$ cat config.mk
export PLATFORM = sky130hd
export DESIGN_NAME = regfile_write_port
export DESIGN_NICKNAME = d
export VERILOG_FILES = /design/src/rtl/regfile_write_port.sv
export SDC_FILE = /design/constraint.sdc
export NUM_CORES = 1
export LEC_CHECK = 0
export ABC_CLOCK_PERIOD_IN_PS = 3300
export BUFFER_PORTS_ARGS = -buffer_cell sky130_fd_sc_hd__buf_2
export CAP_MARGIN = 20
export CORE_ASPECT_RATIO = 1.2
export CORE_UTILIZATION = 50
export DETAILED_ROUTE_END_ITERATION = 8
export PLACE_DENSITY = 0.75
export RECOVER_POWER = 25
export SLEW_MARGIN = 20
export SYNTH_ARGS = -nofsm -noshare
export SYNTH_HDL_FRONTEND = slang
export SYNTH_SLANG_ARGS = --single-unit
export TNS_END_PERCENT = 30
$ cat constraint.sdc
create_clock -name clk -period 3.3 [get_ports clk]
set_input_delay 0.495 -clock clk [delete_from_list [all_inputs] [get_ports clk]]
set_output_delay 0.495 -clock clk [all_outputs]
set_load 0.005 [all_outputs]
$ cat src/rtl/regfile_write_port.sv
// Write side of the 16 x 8-bit register bank.
// Requests are buffered in a small in-order FIFO and committed one per cycle
// into the bank. Register 0 reads as zero and is never written.
// A pending bitmap marks every register with a buffered write, so readers
// can detect read-after-write hazards.
//
// Handshake: a request transfers on a rising edge where wr_valid and wr_ready
// are both high. wr_ready is derived only from buffer occupancy (never from
// wr_valid). Once wr_valid is raised, the producer holds wr_valid, wa and wd
// stable until the transfer happens.
module regfile_write_port #(
  parameter int DEPTH = 2,
  parameter int CNT_W = 8
) (
  input  logic             clk,
  input  logic             rst_n,
  input  logic             wr_valid,
  output logic             wr_ready,
  input  logic [3:0]       wa,
  input  logic [7:0]       wd,
  input  logic             commit_en,
  input  logic             clr,
  output logic [127:0]     regOut,
  output logic [15:0]      pending,
  output logic [CNT_W-1:0] commit_cnt
);

  localparam int PTR_W = $clog2(DEPTH);

  // The extra MSB on each pointer tells full apart from empty.
  logic [PTR_W:0]   wrPtr;
  logic [PTR_W:0]   rdPtr;
  logic [PTR_W:0]   occupancy;
  logic [3:0]       addrMem [DEPTH];
  logic [7:0]       dataMem [DEPTH];
  logic [7:0]       bank [1:15];
  logic [CNT_W-1:0] commitCnt;
  logic             full;
  logic             empty;
  logic             push;
  logic             pop;
  logic [3:0]       headAddr;
  logic [7:0]       headData;
  logic [PTR_W-1:0] pendSlot;
  logic [15:0]      pendVec;

  assign full      = (wrPtr[PTR_W] != rdPtr[PTR_W]) &&
                     (wrPtr[PTR_W-1:0] == rdPtr[PTR_W-1:0]);
  assign empty     = (wrPtr == rdPtr);
  assign occupancy = wrPtr - rdPtr;
  assign wr_ready  = !full;

  // clr drops any push or pop presented in the same cycle.
  assign push      = wr_valid && !full && !clr;
  assign pop       = commit_en && !empty && !clr;
  assign headAddr  = addrMem[rdPtr[PTR_W-1:0]];
  assign headData  = dataMem[rdPtr[PTR_W-1:0]];

  // Pending bitmap: one-hot OR of the addresses of all live buffer entries.
  always_comb begin
    pendVec  = '0;
    pendSlot = '0;
    for (int k = 0; k < DEPTH; k++) begin
      pendSlot = rdPtr[PTR_W-1:0] + PTR_W'(k);
      if ((PTR_W + 1)'(k) < occupancy) begin
        pendVec[addrMem[pendSlot]] = 1'b1;
      end
    end
    // Register 0 can never be the target of a real write.
    pendVec[0] = 1'b0;
  end

  assign pending = pendVec;

  // Buffer payload storage; contents are only meaningful between the pointers.
  always_ff @(posedge clk) begin
    if (push) begin
      addrMem[wrPtr[PTR_W-1:0]] <= wa;
      dataMem[wrPtr[PTR_W-1:0]] <= wd;
    end
  end

  // Pointers, bank and commit counter; a head addressed to 0 is popped and discarded.
  always_ff @(posedge clk or negedge rst_n) begin
    if (!rst_n) begin
      wrPtr     <= '0;
      rdPtr     <= '0;
      commitCnt <= '0;
      for (int r = 1; r < 16; r++) begin
        bank[r] <= 8'h00;
      end
    end else if (clr) begin
      wrPtr     <= '0;
      rdPtr     <= '0;
      commitCnt <= '0;
      for (int r = 1; r < 16; r++) begin
        bank[r] <= 8'h00;
      end
    end else begin
      if (push) begin
        wrPtr <= wrPtr + 1'b1;
      end
      if (pop) begin
        rdPtr <= rdPtr + 1'b1;
        if (headAddr != 4'd0) begin
          commitCnt <= commitCnt + CNT_W'(1);
        end
        for (int r = 1; r < 16; r++) begin
          if (headAddr == 4'(r)) begin
            bank[r] <= headData;
          end
        end
      end
    end
  end

  assign commit_cnt = commitCnt;

  // Flatten the bank; register 0 is constant zero.
  assign regOut[7:0] = 8'h00;
  for (genvar g = 1; g < 16; g++) begin : g_flat
    assign regOut[8*g +: 8] = bank[g];
  end

endmodule

# Yosys cells after proc, flatten, opt, wreduce, memory -nomap -nowiden
# Memory sizes are Yosys's and may differ from the RTL's.
# Cells that the tools add are included.
# classes
reduce_logical,45
muxes,32
order_cmp,6
n_eq_ne,18
addsub,5
n_bitwise,1
# ops
op,n
120-bit 2-to-1 mux,2
8-bit 2-to-1 mux,18
2-bit nonzero test,18
"4-bit equality test, second input constant",8
16-bit 2-to-1 mux,2
2-bit AND reduction,16
"4-bit by 3-bit equality test with 1-bit output, second input constant",4
16-bit OR,1
"4-bit by 5-bit < comparator with 1-bit output, second input constant",2
"8-bit by 1-bit adder with 8-bit output, second input constant",1
1-bit demux with 4-bit select,2
"4-bit by 2-bit equality test with 1-bit output, second input constant",2
"4-bit by 1-bit >= comparator with 1-bit output, second input constant",2
2-bit 2-to-1 mux,4
1-bit logical AND,7
"2-bit by 1-bit adder with 2-bit output, second input constant",2
"4-bit by 1-bit equality test with 1-bit output, second input constant",1
"1-bit by 2-bit < comparator with 1-bit output, first input constant",2
1-bit 2-to-1 mux,4
4-bit nonzero test,1
1-bit zero test,3
2-bit equality test,1
2-bit subtractor,1
"1-bit adder, second input constant",1
2 further kinds,2
# word_totals
output_inout_bits,153
inputBits,17
memories,2
reg_bits,132
mem_bits_rw,24
# memory_table
name,depth,width,rd,rd_ports_with_merged_regs,write_ports,line,source
dataMem,2,8,1,0,1,35,logic [7:0] dataMem [DEPTH];
addrMem,2,4,2,0,1,34,logic [3:0] addrMem [DEPTH];

# Depth between registers and ports, before layout
# Gate-level depths: netlist of the first run.
# An unclocked memory read counts as a cell.
# depth
ltp_word,8
depth_mapped,7

# Least setup slack after synthesis of the first run
# OpenSTA, ideal clock, no wires.
# synth_path
kind,register to register
startpoint,register wrPtr[0]
endpoint,"memory addrMem[1][0], enable pin"
required_time_ps,2904
synth_period_minus_slack_ps,2424
n_path_buf,0
setup_time_ps,396
stages_incl_launch_ff,6
arrival_time_ps,2028
slack_ps,876
cell_sequence,dfrtp_1 > inv_1 > ha_1 > inv_1 > o21ai_0 > nor3_1
# synth_between
elab_chain_cells,7
# synth_rtl
element,line,source
start: declaration,31,logic [PTR_W:0] wrPtr;
start signal: assignment,101,wrPtr <= wrPtr + 1'b1;
1-bit equality test,48,(wrPtr[PTR_W-1:0] == rdPtr[PTR_W-1:0]);
1-bit logical AND,47,assign full = (wrPtr[PTR_W] != rdPtr[PTR_W]) &&
1-bit zero test,54,assign push = wr_valid && !full && !clr;
1-bit logical AND (2 in series),54,
1-bit 2-to-1 mux,77,if (push) begin
1-bit 2-to-1 mux (not written as such),78,addrMem[wrPtr[PTR_W-1:0]] <= wa;
end: declaration,34,
# Several ways; a longest one is shown, not always the timed one.

# Final worst setup path of the first run
# layout_path
startpoint,register rdPtr[0]
endpoint,output pending[6]
# layout_between
elab_chain_cells,8
# layout_rtl
element,line,source
start: declaration,32,logic [PTR_W:0] rdPtr;
start signal: assignment,104,rdPtr <= rdPtr + 1'b1;
1-bit adder or memory read 2 x 4 bit (tied branches),-,
memory read 2 x 4 bit (tied with other cells),-,
4-bit by 5-bit < comparator with 1-bit output (not written as such) (tied with other cells),66,pendVec[addrMem[pendSlot]] = 1'b1;
1-bit logical AND (not written as such) or 1-bit 2-to-1 mux (tied branches),66,
1-bit 2-to-1 mux (not written as such) or 1-bit demux with 4-bit select (tied branches),66,
1-bit demux with 4-bit select or 16-bit 2-to-1 mux (tied branches),"66, 65",
16-bit OR (no line),-,
16-bit 2-to-1 mux *,65,if ((PTR_W + 1)'(k) < occupancy) begin
end: declaration,24,"output logic [15:0] pending,"
# Mark *: on every way between the ends. The rest lies on a longest branch, timed or not.

==> impl_metrics.csv, run 1 <==
group,metric,value,unit
outcome,status,"complete, but fails checks",
outcome,violations,"capacitance limit, slew limit",
logic_synthesis,synthesis.area,7516,um2
drt,drt-pass1-iter-count,4,
pwr,finalPower,5111,uW
drt,wl_per_cell,18.50,um
sta,setup_viol,0,
clock_network,root_buffer,"clkbuf_16",
clock_network,cts-htree-levels,4,
setup_path,max_stage_delay,0.48,ns
logic_synthesis,ys_ff_latch,156,
die,die_width,113.9,um
clock_network,clkLatencyLatePin,0.42,ns
logic_synthesis,synth_edf_count,24,
global_route,grt_pass1_wl,27770,um
setup_path,r2r-end,"regOut[66]$_DFFE_PN0P_",
global_route,grt_use_total,0.2395,
sta,worstMarginPinSlew,2.743,ns
sta,finalSetupTns,0,ns
logic_synthesis,synth.lib_cells_used.distinct,49,
setup_path,cp_slowest_cell,"mux2i_4",
global_route,antenna_found_initial,0,
clock_network,cts_setup_buffers,0,
sta,timing.fmax,339.7,MHz
final_layout,layout.nets,771,
drt,finalWirelength,17850,um
setup_path,r2r-start,"rdPtr[0]$_DFFE_PN0P_",
logic_synthesis,yosys-top-cells-count,"dfrtp_1, mux2i_1, nand2b_1",
clock_network,cts_resized,0,
logic_synthesis,netlist_instances,609,
placement,place_area,8348,um2
clock_network,cts_tree,"yes",
final_layout,areaGrowthSynthToFinish,19.06,%
global_route,grt_max_degree,147,
die,dieHeight,136.3,um
sta,fin_ws,0.3566,ns
clock_network,cts.sinks,156,
global_route,overflow,0,
logic_synthesis,yosysMostFrequentCell,"dfrtp_1",
logic_synthesis,synthFlopType,"dfrtp_1",
pwr,ir_drop,493.1,uV
logic_synthesis,avgSynthCellArea,12.34,um2
final_layout,instances_no_fill,965,
sta,relSlewSlack,-0.8288,
sta,rsz0062_at_grt,"false",
drt,drcViolationCount,0,
setup_path,worst-r2r-cell-count,5,
sta,skew,0.007783,ns
logic_synthesis,yosys_warnings,0,
sta,min_period,2.943,ns
sta,finalMaxSlewViolations,123,
placement,place_congestion,0.9098,
logic_synthesis,synth_top_area_cell,"dfrtp_1",
die,start_util,0.5171,
clock_network,clk_pin_slew_worst_paths,0.06,ns
setup_path,critPathLaunchType,"flop",
logic_synthesis,synth.top_cell.area_share,0.4395,
die,rows,48,
placement,dp_hpwl,12080,um
final_layout,diodes,0,
final_layout,fillers,1221,
hold_path,hold_depth,1,
placement,io_buffers,160,
sta,period_share,0.8920,
drt,vias,5114,
setup_path,path_cells,"buf_4 -> mux2i_4 -> o21ai_0 -> o22ai_1 -> buf_2",
final_layout,drive_above_1_share,0.2967,
setup_path,cp_max_fo,41,
setup_path,crit_arrival,2.45,ns
logic_synthesis,synth_area_leaders,"dfrtp_1, mux2i_1, nand2b_1",
placement,dp_cells,933,
global_route,grt_pass1_vias,5179,
logic_synthesis,async_flop_share,0.8462,
placement,post-place-ws,0.8734,ns
setup_path,endpoint_kind,"output port",
die,ioPinCount,170,
clock_network,ctsLongestPathBuffers,2,
drt,initialDrtViolationCount,273,
die,die-area,15530,um2
setup_path,r2r_slack,0.88,ns
clock_network,hold_buffers,0,
drt,antenna_left,0,
setup_path,path_class,"flop to output port",
die,core,14530,um2
hold_path,min_path_type,"input port to flop",
pwr,leakagePower,0.004615,uW
setup_path,cp-endpoint,"pending[6]",
drt,via_per_inst,5.299,
flow_run,max_cap_viol_count,1,
setup_path,cp.required,2.80,ns
final_layout,final_area,8949,um2
pwr,powerDensity,571.2,nW/um2
logic_synthesis,synth.yosys.seq_area_share,0.5354,
setup_path,crit_start,"rdPtr[0]$_DFFE_PN0P_",
sta,hold_viol,0,
clock_network,cts_buffers,17,
flip-flops by register name (all words and copies together) (netlist names):
signal / flops
commit_cnt: 8
rdPtr: 2
regOut: 120
dataMem: 16
wrPtr: 2
addrMem: 8
report_power, final:
| part | internal (uW) | switching (uW) | total, uW |
|---|---|---|---|
| clock network | 1250 | 771 | 2020 |
| logic | 330 | 667 | 998 |
| registers | 2040 | 58.4 | 2090 |
| total | 3610 | 1500 | 5110 |
worst max-delay path, delay by kind of cell, from the launching register on:
family | cells | cell delay [ns]
buf+inv | 2 | 0.59
compound gates | 2 | 0.58
flops | 1 | 0.37
mux | 1 | 0.48
layout make-up:
cell class / count / area, um2 / area share
Clock buffer: 21 / 470.5 / 0.05257
Sequential cell: 156 / 4024 / 0.4497
Timing Repair Buffer: 166 / 845.8 / 0.09452
Clock inverter: 11 / 138.9 / 0.01552
Inverter: 7 / 26.28 / 0.002936
Multi-Input combinational cell: 404 / 3193 / 0.3568
Tap cell: 200 / 250.2 / 0.02796
routing by layer:
layer,share of wire,vias up,global-route usage
met5,0,-,0
met3,0.044,21,0.05885
met1,0.43,2552,0.2993
li1,-,2387,-
met2,0.51,154,0.4051
met4,0.016,0,0.08225
layout by cell type (no fill, tap or decap), drive strengths merged, types with 4 or more instances in the layout:
cell    synthesis  final
xnor2           4      4
nand2b        128    128
buf            22    161
or2             9      9
clkinv          0      4
o21ai          14     14
edfxtp         24     24
inv             7     10
a21oi           6      6
nor3           11     11
nor3b           5      5
o22ai          12     12
nand3          15     15
conb            1      9
dfrtp         132    132
mux2i         132    132
nor2           11     11
nand2          10     10
clkbuf         28     26
stage by stage:
step,hold slack (ns),utilization
floorplan,0.1994,-
global placement,0.5258,0.5744
detailed placement,0.5264,0.5744
CTS,0.2364,0.6163
global route,0.2424,0.6157
finish,0.2602,0.6157
cells by family (layout without fill, tap and decap cells):
logic type | after synthesis | in the layout | share of synthesized area
flops | 156 | 156 | 0.5354
other cells | 1 | 9 | 0.0004989
buf+inv | 57 | 205 | 0.04445
xor+xnor | 6 | 6 | 0.007991
fa+ha+maj | 2 | 2 | 0.003329
simple gates | 203 | 203 | 0.1810
compound gates | 50 | 50 | 0.04528
mux | 134 | 134 | 0.1821
how the worst min path moves through the flow:
stage                      startpoint  slack, ns                        end
2_1_floorplan                   rst_n       0.20  commit_cnt[0]$_DFFE_PN0P_
3_3_place_gp   regOut[45]$_DFFE_PN0P_       0.53     regOut[45]$_DFFE_PN0P_
6_report                        wd[2]       0.26    dataMem[0][2]$_DFFE_PP_
4_1_cts                         wd[5]       0.24    dataMem[1][5]$_DFFE_PP_
5_1_grt                         wd[1]       0.24    dataMem[0][1]$_DFFE_PP_
3_5_place_dp   regOut[21]$_DFFE_PN0P_       0.53     regOut[21]$_DFFE_PN0P_
(Power assumes the default switching activity.)
==> run 2, diff against run 1 <==
--- a/config.mk
+++ b/config.mk
@@ -9,9 +9,10 @@
 export BUFFER_PORTS_ARGS = -buffer_cell sky130_fd_sc_hd__buf_2
 export CAP_MARGIN = 20
 export CORE_ASPECT_RATIO = 1.2
-export CORE_UTILIZATION = 50
+export CORE_MARGIN = 4
+export CORE_UTILIZATION = 36
 export DETAILED_ROUTE_END_ITERATION = 8
-export PLACE_DENSITY = 0.75
+export PLACE_DENSITY = 0.57
 export RECOVER_POWER = 25
 export SLEW_MARGIN = 20
 export SYNTH_ARGS = -nofsm -noshare
==> run 2 against run 1 <==
Compared with the run above:
- wire length is 8.4% higher
- worst hold slack better by 0.00089 ns
- the flow still finishes with violations (capacitance limit, slew limit)
- clock skew is 0.00055 ns higher
- global-route usage is 7.1 points lower
- clock power is 11% lower
- via count is 1.6% lower
==> impl_metrics.csv, run 2 (synthesis gave the netlist of run 1 again) <==
group,metric,value,unit
drt,via_per_inst,4.882,
setup_path,crit_family,"compound AO/OA/AOI/OAI gates",
hold_path,min_path_type,"input port to flop",
die,rows,57,
pwr,p_int,3391,uW
sta,hold_viol,0,
pwr,p_sw,1511,uW
setup_path,cp_slowest_cell,"o21ai_0",
global_route,antenna_found_initial,0,
sta,rsz0062_at_grt,"false",
clock_network,hold_buffers,0,
final_layout,areaGrowthSynthToFinish,19.46,%
hold_path,hold_start,"wd[6]",
flow_run,max_cap_viol_count,1,
die,dieHeight,166.3,um
setup_path,crit_start,"rdPtr[1]$_DFFE_PN0P_",
clock_network,cts-htree-levels,4,
placement,io_buffers,160,
setup_path,r2r-start,"rdPtr[0]$_DFFE_PN0P_",
clock_network,clkLatencyLatePin,0.42,ns
global_route,grt_pass1_vias,5378,
setup_path,path_cells,"xnor2_1 -> xnor2_1 -> o21ai_0 -> o22ai_1 -> buf_2",
clock_network,cts_setup_buffers,0,
final_layout,fillers,1942,
setup_path,max_stage_delay,0.57,ns
pwr,p_seq_frac,0.427,
die,die-area,23260,um2
sta,setup_viol,0,
setup_path,cp_max_fo,8,
setup_path,cp.required,2.80,ns
pwr,p_comb_frac,0.206,
drt,drt-pass1-iter-count,4,
pwr,leakagePower,0.004584,uW
final_layout,layout.nets,772,
drt,wl_per_cell,18.77,um
die,die_width,139.9,um
drt,drcViolationCount,0,
drt,initialDrtViolationCount,240,
final_layout,diodes,0,
outcome,status,"complete, but fails checks",
global_route,grt_use_total,0.1684,
pwr,ir_drop,336.3,uV
pwr,switching_share,0.3082,
global_route,grt_pass1_wl,30860,um
setup_path,endpoint_kind,"output port",
final_layout,drive_above_1_share,0.2963,
sta,finalMaxSlewViolations,69,
setup_path,cp_common_cell,"xnor2_1",
sta,period_share,0.8752,
placement,place_congestion,0.8679,
clock_network,root_buffer,"clkbuf_16",
final_layout,final_cell_mix,"buf_2, dfrtp_1, mux2i_1",
die,ioPinCount,170,
sta,timing.fmax,346.2,MHz
final_layout,layout_commonest_cell,"buf_2",
clock_network,clk_pin_slew_worst_paths,0.06,ns
sta,min_period,2.888,ns
setup_path,critPathLaunchType,"flop",
global_route,overflow,0,
sta,relSlewSlack,-0.1253,
placement,dp_hpwl,13660,um
setup_path,crit_arrival,2.39,ns
clock_network,cts_buffers,17,
placement,post-place-ws,0.8368,ns
die,start_util,0.3685,
drt,antenna_left,0,
final_layout,largest_reg_flops,120,
pwr,p_clk_frac,0.367,
sta,finalSetupTns,0,ns
sta,worstMarginPinSlew,1.688,ns
clock_network,cts_resized,0,
drt,vias,5033,
setup_path,path_buf_inv,1,
setup_path,path_class,"flop to output port",
clock_network,cts.sinks,156,
clock_network,ctsLongestPathBuffers,2,
sta,skew,0.008337,ns
pwr,powerDensity,545.9,nW/um2
die,core,20400,um2
drt,finalWirelength,19350,um
outcome,violations,"capacitance limit, slew limit",
sta,fin_ws,0.4117,ns
global_route,grt_max_degree,85,
clock_network,cts_tree,"yes",
-- run 2: final cells by class --
type                    count  area [um2]  area share
flip-flops and latches    156        4024      0.4482
multi-input cells         404        3198      0.3562
repair buffers            167       859.6     0.09574
clock buffers              22       475.5     0.05295
well taps                 265       331.6     0.03693
clock inverters            10       63.81    0.007107
inverters                   7       26.28    0.002926
-- run 2: worst paths after layout --
check	end	slack, ns	cells after the start
hold reg to reg	regOut[69]$_DFFE_PN0P_	0.54	2
setup / recovery	pending[8]	0.41	5
max in group asynchronous	regOut[27]$_DFFE_PN0P_	0.85	2
min in group asynchronous	commit_cnt[6]$_DFFE_PN0P_	0.50	1
hold / removal	dataMem[0][6]$_DFFE_PP_	0.26	1
setup reg to reg	regOut[66]$_DFFE_PN0P_	0.85	5
-- run 2: stage by stage --
step | power [uW] | cell area (um2) | utilization | std cells | hold WS (ns)
global placement | 3126 | 8467 | 0.4151 | 999 | 0.5255
floorplan | 2882 | 7546 | - | 617 | 0.1994
CTS | 4976 | 9006 | 0.4415 | 1031 | 0.07636
detailed placement | 3156 | 8467 | 0.4151 | 999 | 0.5266
global route | 5142 | 8979 | 0.4402 | 1031 | 0.2334
finish | 4902 | 8979 | 0.4402 | 1031 | 0.2611
-- run 2: power groups by stage --
stage	Clock, uW	Sequential (uW)	Combinational [uW]
2_1_floorplan	0	2130	757
3_3_place_gp	0	2130	999
3_5_place_dp	0	2130	1030
4_1_cts	1850	2090	1030
5_1_grt	1940	2110	1100
6_report	1800	2090	1010
-- run 2: per-layer routing --
layer,track usage,part of all wire,vias up
met5,0,0,-
li1,-,-,2381
met1,0.2154,0.43,2500
met4,0.05099,0.015,0
met3,0.03456,0.044,20
met2,0.2874,0.51,132
